**src/rtl/prga_decrypt.sv**
```systemverilog
// RC4 PRGA decryptor: walks a pre-shuffled S memory, XORs the keystream
// with a ciphertext ROM and flags any plaintext byte that is not a-z or space.
module prga_decrypt #(
    parameter int MSG_LENGTH = 32
) (
    input  logic       CLOCK_50,
    input  logic       reset_n,
    input  logic       start,
    output logic       done,
    output logic       key_valid,
    output logic [7:0] s_address,
    output logic [7:0] s_data_out,
    output logic       s_wren,
    input  logic [7:0] s_data_in,
    output logic [4:0] rom_address,
    input  logic [7:0] rom_data_in,
    output logic [4:0] dec_address,
    output logic [7:0] dec_data,
    output logic       dec_wren
);

    localparam logic [4:0] LAST_K = 5'(MSG_LENGTH - 1);

    typedef enum logic [3:0] {
        IDLE,
        RD_SI,
        WT_SI,
        RD_SJ,
        WT_SJ,
        WR_SI,
        WR_SJ,
        RD_F,
        WT_F,
        WR_D,
        DONE
    } state_t;

    state_t     r_state;
    state_t     w_next;

    logic [7:0] r_i;
    logic [7:0] r_j;
    logic [4:0] r_k;
    logic [7:0] r_si;
    logic [7:0] r_sj;
    logic [7:0] r_f;
    logic [7:0] r_enc;
    logic       r_invalid;

    logic [7:0] w_sum;
    logic [7:0] w_dec;
    logic       w_dec_ok;
    logic       w_last;

    assign w_sum    = r_si + r_sj;
    assign w_dec    = r_f ^ r_enc;
    assign w_dec_ok = ((w_dec >= 8'h61) && (w_dec <= 8'h7A))
                    || (w_dec == 8'h20);
    assign w_last   = (r_k == LAST_K);

    always_ff @(posedge CLOCK_50 or negedge reset_n) begin
        if (!reset_n) begin
            r_state <= IDLE;
        end else begin
            r_state <= w_next;
        end
    end

    // Datapath registers update only in the states that own them.
    always_ff @(posedge CLOCK_50 or negedge reset_n) begin
        if (!reset_n) begin
            r_i       <= 8'd0;
            r_j       <= 8'd0;
            r_k       <= 5'd0;
            r_si      <= 8'd0;
            r_sj      <= 8'd0;
            r_f       <= 8'd0;
            r_enc     <= 8'd0;
            r_invalid <= 1'b0;
        end else begin
            unique case (r_state)
                IDLE: begin
                    if (start) begin
                        r_i       <= 8'd1;
                        r_j       <= 8'd0;
                        r_k       <= 5'd0;
                        r_invalid <= 1'b0;
                    end
                end
                WT_SI: begin
                    r_si <= s_data_in;
                    r_j  <= r_j + s_data_in;
                end
                WT_SJ: begin
                    r_sj <= s_data_in;
                end
                WT_F: begin
                    r_f   <= s_data_in;
                    r_enc <= rom_data_in;
                end
                WR_D: begin
                    if (!w_dec_ok) begin
                        r_invalid <= 1'b1;
                    end
                    if (!w_last) begin
                        r_k <= r_k + 5'd1;
                        r_i <= r_i + 8'd1;
                    end
                end
                default: begin
                end
            endcase
        end
    end

    always_comb begin
        w_next = r_state;
        unique case (r_state)
            IDLE:    if (start) w_next = RD_SI;
            RD_SI:   w_next = WT_SI;
            WT_SI:   w_next = RD_SJ;
            RD_SJ:   w_next = WT_SJ;
            WT_SJ:   w_next = WR_SI;
            WR_SI:   w_next = WR_SJ;
            WR_SJ:   w_next = RD_F;
            RD_F:    w_next = WT_F;
            WT_F:    w_next = WR_D;
            WR_D:    w_next = w_last ? DONE : RD_SI;
            DONE:    if (!start) w_next = IDLE;
            default: w_next = IDLE;
        endcase
    end

    // Moore outputs; the i==j swap needs no special case since sj==si then.
    always_comb begin
        done        = 1'b0;
        key_valid   = 1'b0;
        s_address   = 8'd0;
        s_data_out  = 8'd0;
        s_wren      = 1'b0;
        rom_address = 5'd0;
        dec_address = 5'd0;
        dec_data    = 8'd0;
        dec_wren    = 1'b0;
        unique case (r_state)
            RD_SI, WT_SI: begin
                s_address = r_i;
            end
            RD_SJ, WT_SJ: begin
                s_address = r_j;
            end
            WR_SI: begin
                s_address  = r_i;
                s_data_out = r_sj;
                s_wren     = 1'b1;
            end
            WR_SJ: begin
                s_address  = r_j;
                s_data_out = r_si;
                s_wren     = 1'b1;
            end
            RD_F, WT_F: begin
                s_address   = w_sum;
                rom_address = r_k;
            end
            WR_D: begin
                dec_address = r_k;
                dec_data    = w_dec;
                dec_wren    = 1'b1;
            end
            DONE: begin
                done      = 1'b1;
                key_valid = !r_invalid;
            end
            default: begin
            end
        endcase
    end

endmodule

```
**config.mk**
```make
export PLATFORM = sky130hd
export DESIGN_NAME = prga_decrypt
export DESIGN_NICKNAME = d
export VERILOG_FILES = /design/src/rtl/prga_decrypt.sv
export SDC_FILE = /design/constraint.sdc
export NUM_CORES = 1
export LEC_CHECK = 0
export BUFFER_PORTS_ARGS = -buffer_cell sky130_fd_sc_hd__buf_4
export CAP_MARGIN = 20
export CELL_PAD_IN_SITES_DETAIL_PLACEMENT = 1
export CELL_PAD_IN_SITES_GLOBAL_PLACEMENT = 1
export CORE_MARGIN = 4
export CORE_UTILIZATION = 35
export DETAILED_ROUTE_END_ITERATION = 10
export GPL_TIMING_DRIVEN = 0
export MAX_ROUTING_LAYER = met4
export PLACE_DENSITY = 0.77
export SYNTH_ARGS = -nofsm -noshare
export SYNTH_HDL_FRONTEND = slang
export SYNTH_SLANG_ARGS = --single-unit
```
**constraint.sdc**
```tcl
create_clock -name CLOCK_50 -period 1.75 [get_ports CLOCK_50]
set_input_delay 0 -clock CLOCK_50 [delete_from_list [all_inputs] [get_ports CLOCK_50]]
set_output_delay 0 -clock CLOCK_50 [all_outputs]
set_load 0.005 [all_outputs]
```
# [After elaboration in Yosys (flattened, before gate mapping)]
# Index checks and enable logic that the tools add are counted.
[word_totals] out_inout_bits=38 inputBits=19 wordCells=70 ff_bits=58
[op_classes] order_cmp=2 eq_ne=16 reduce_logical=14 n_bitwise=1 n_addsub=4 muxes=24
[op_table] operator="8-bit one-hot mux with 2 select lines" count=3
[op_table] operator="4-bit one-hot mux with 11 select lines" count=1
[op_table] operator="8-bit two-way mux" count=4
[op_table] operator="8-bit one-hot mux with 3 select lines" count=1
[op_table] operator="5-bit two-way mux" count=4
[op_table] operator="8-bit adder" count=2
[op_table] operator="4-bit by 3-bit equality test with 1-bit output, second input constant" count=4
[op_table] operator="4-bit equality test, second input constant" count=3
[op_table] operator="4-bit two-way mux" count=3
[op_table] operator="5-bit one-hot mux with 2 select lines" count=1
[op_table] operator="8-bit by 1-bit adder with 8-bit output, second input constant" count=1
[op_table] operator="4-bit by 2-bit equality test with 1-bit output, second input constant" count=2
[op_table] operator="8-bit by 6-bit equality test with 1-bit output, second input constant" count=1
[op_table] operator="8-bit by 7-bit >= comparator with 1-bit output, second input constant" count=1
[op_table] operator="8-bit by 7-bit less-or-equal comparator with 1-bit output, second input constant" count=1
[op_table] operator="2-bit inequality test, second input constant" count=4
[op_table] operator="8-bit XOR" count=1
[op_table] operator="1-bit two-way mux" count=6
[op_table] operator="3-bit AND reduction" count=2
[op_table] operator="3-bit OR reduction" count=2
[op_table] operator="5-bit by 1-bit adder with 5-bit output, second input constant" count=1
[op_table] operator="5-bit equality test, second input constant" count=1
[op_table] operator="4-bit by 1-bit equality test with 1-bit output, second input constant" count=1
[op_table] operator="4-bit logical NOT" count=1
[op_table] operator="7 further kinds" count=10

# [Longest topological paths before layout]
[depth] ltp_word=6 depth_mapped=9

# [Worst setup path before layout]
# Ideal clock, no wire load.
[synth_path] path_type="reg2reg" start="register r_j[0]" end="register r_j[6]" period_less_slack_ns=1.898 slack_ns=-0.148 setup_time_ns=0.136 arrival_ns=1.761 required_time_ns=1.614 stages_incl_launch_ff=9 cell_sequence="dfrtp_1 > ha_1 > fa_1 > a21o_1 > a21oi_1 > o21bai_1 > a21oi_1 > xor2_1 > o21ai_0"
[synth_between] elab_chain_cells=2
[synth_rtl] item="start: declaration" line="42" text="logic [7:0] r_j;"
[synth_rtl] item="start signal: assignment" line="92" text="r_j <= r_j + s_data_in;"
[synth_rtl] item="8-bit adder" line="92"
[synth_rtl] item="8-bit one-hot mux with 2 select lines" line="81" text="unique case (r_state)"
# No other way between the ends.
# A chain may end at the register's enable or synchronous reset.

# [Worst setup path after layout]
[layout_path] start="register r_si[2]" end="output port s_address[6]"
[layout_between] elab_chain_cells=2
[layout_rtl] item="start: declaration" line="44" text="logic [7:0] r_si;"
[layout_rtl] item="start signal: assignment" line="91" text="r_si <= s_data_in;"
[layout_rtl] item="8-bit adder" line="55" text="assign w_sum = r_si + r_sj;"
[layout_rtl] item="8-bit one-hot mux with 3 select lines" line="145" text="unique case (r_state)"
[layout_rtl] item="end: declaration" line="11" text="output logic [7:0] s_address,"
# No other way between the ends.

==> out/results.tsv <==
metric	value	unit
cp-start-kind	flop	
rsz0062_at_grt	true	
period_share	139	%
gp_congestion	0.780	
crit_chain	ha_4, nor2b_2, o21ai_2, a21boi_2, o21a_1, nor3_1, o31ai_4, buf_4	
ys_types	43	
setup_viol	84	
failed_checks	setup timing	
area_growth	69.3	%
timing.critical_path.buf_inv	1	
ys.flop_type	dfrtp_1	
drt-pass1-iter-count	5	
critPathMaxFanout	3	
synth_area	0.00340	mm^2
layout_setup_ws	-0.689	ns
dpl_cell_area	0.00400	mm^2
initial_core_util	36.3	%
worstHoldPathType	primary input to flop	
wl	17.2	mm
grt_pass1_vias	3469	
synth_seq_area_share	42.7	%
drc_errors	0	
drt_iter0_drc	278	
r2r_start	r_state[1]$_DFFE_PN0P_	
syn_area_per_cell	9.83	um^2
cp_slowest_stage_delay	0.48	ns
viasPerCell	5.83	
syn_inst	346	
hpwl	7.14	mm
cts_tree	built	
cp-startpoint	r_si[2]$_DFFE_PN0P_	
crit_path_end_kind	output port	
worstPathRequired	1.75	ns
wl_per_cell	27.7	um
worstMarginPinSlew	0.805	ns
port_buffers	56	
relSlewSlack	46.3	%
synth_area_leaders	dfrtp_1, mux2_2, ha_1	
post-place-ws	-0.388	ns
num_vias	3620	
core_area	0.00937	mm^2
slew_viol_final	0	
antenna_found_initial	0	
cp_slowest_cell	dfrtp_1	
period_needed	2.44	ns
yosysTopAreaCell	dfrtp_1	
cts_max_level	3	
ioPinCount	57	
finClkSkew	0.0158	ns
cap_violations	0	
clock_latency	0.36	ns
path_clk_slew	0.08	ns
num_antenna_cells	0	
synth-edff-count	0	
arrival	2.44	ns
placedCellCount	531	
fin_cells	621	
tns	-11.81	ns
synth_top_area_share	42.7	%
finalNetCount	525	
path_class	flop to output port	
clock_path_buffers	2	
die_h	107	um
async_reset_ff_share	100	%
whs	0.140	ns
status	finished, violations left	
grt_usage	22.4	%
synth_nets	384	
numCtsBuffers	9	
hold_violations	0	
fin_area	0.00576	mm^2
cts_sinks	58	
vdd_drop_max	1.19	mV
clockRootBuffer	clkbuf_8	
hold_start	s_data_in[0]	
crit_family	compound AO/OA/AOI/OAI gates	
leakagePower	2.59	nW
die_area	0.0114	mm^2
final_cell_mix	buf_4, dfrtp_1, buf_6, mux2_2, nand2_1	
p_per_area	2040	mW/mm^2
rows	35	
synth_warnings	0	
drive_above_1_share	56.9	%
drtAntennaViolNets	0	
layout_commonest_cell	buf_4	
grt_overflow	0	
synth-seq-cells	58	
grt_max_degree	59	
grt_first_pass_wirelength	19.2	mm
die_x	107	um
max_freq	410	MHz
logic make-up after synthesis:
logic type	Yosys count	share of synthesized area (%)
flip-flops	58	42.7
AND/OR/NAND/NOR	126	18.3
multiplexers	23	7.61
buffers and inverters	25	3.42
adder cells (fa/ha/maj)	19	7.43
XOR/XNOR	28	7.21
AO/OA/AOI/OAI	67	13.4
worst min-delay path, cell delays in order:
cell	delay (ns)
buf_4	0.11
ha_2	0.17
nand2_1	0.09
nand2_2	0.08
stage by stage:
step	power, mW	utilization, %
after global routing	12.2	61.4
after CTS	9.10	51.9
after global placement	6.17	42.7
after floorplan	5.02	-
final	11.7	61.4
after detailed placement	6.37	42.7
registers in the layout, summed over array words and instances (netlist names):
signal / cells
r_enc: 8
r_f: 8
r_i: 8
r_invalid: 1
r_j: 8
r_k: 5
r_si: 8
r_sj: 8
r_state: 4
layer usage:
| metal | wire, um | vias to the layer above | GRT usage, % |
|---|---|---|---|
| met5 | 0 | - | - |
| met4 | 1300 | 0 | 6.21 |
| met3 | 823 | 102 | 3.13 |
| met2 | 8970 | 202 | 39.4 |
| met1 | 6130 | 1810 | 26.8 |
| li1 | - | 1506 | - |
power by group:
part | internal [mW] | total, mW | switching (mW)
Sequential | 1.90 | 2.62 | 0.727
Combinational | 3.47 | 7.35 | 3.89
Clock | 1.13 | 1.76 | 0.627
Total | 6.49 | 11.7 | 5.24
synthesized netlist by cell type, drive strengths merged (2+ instances only):
cell and count:
a222oi 2, a21oi 11, nand2b 4, a22oi 15, o31ai 3, nand4 4
and3 2, a21o 5, nor2b 4, fa 2, ha 17, nor3 9
or3 2, xnor2 17, or2 2, clkbuf 6, dfrtp 58, nand2 37
and2 11, inv 10, xor2 11, o21a 2, buf 9, a22o 3
nor2 38, nand3 10, o211ai 2, mux2 23, o21ai 16
area by class of cell:
type                    instances  area (um^2)
flip-flops and latches         58         1450
inverters                      10         45.0
well taps                     129          161
repair buffers                131         1210
clock inverters                 5          125
plain buffers                  13          149
clock buffers                  11          141
fillers                       975         3610
multi-input cells             264         2470
worst paths after layout:
check,to,slack [ns],cells past startpoint
setup reg to reg,r_k[3]$_DFFE_PN0P_,-0.24,9
max in group asynchronous,r_state[2]$_DFFE_PN0P_,0.89,2
min in group asynchronous,r_f[0]$_DFFE_PN0P_,0.26,2
setup / recovery,s_address[6],-0.69,8
hold reg to reg,r_j[7]$_DFFE_PN0P_,0.53,1
hold / removal,r_j[0]$_DFFE_PN0P_,0.14,4
what timing repair did:
item                                    CTS  global route
pin swaps                                22            72
gates cloned                              1             4
endpoints found under the setup margin   74            85
hold buffers                             18             0
hold endpoints to repair                 91             0
resized for setup                        63           151
setup buffers                            25            32
(Power assumes the default switching activity.)
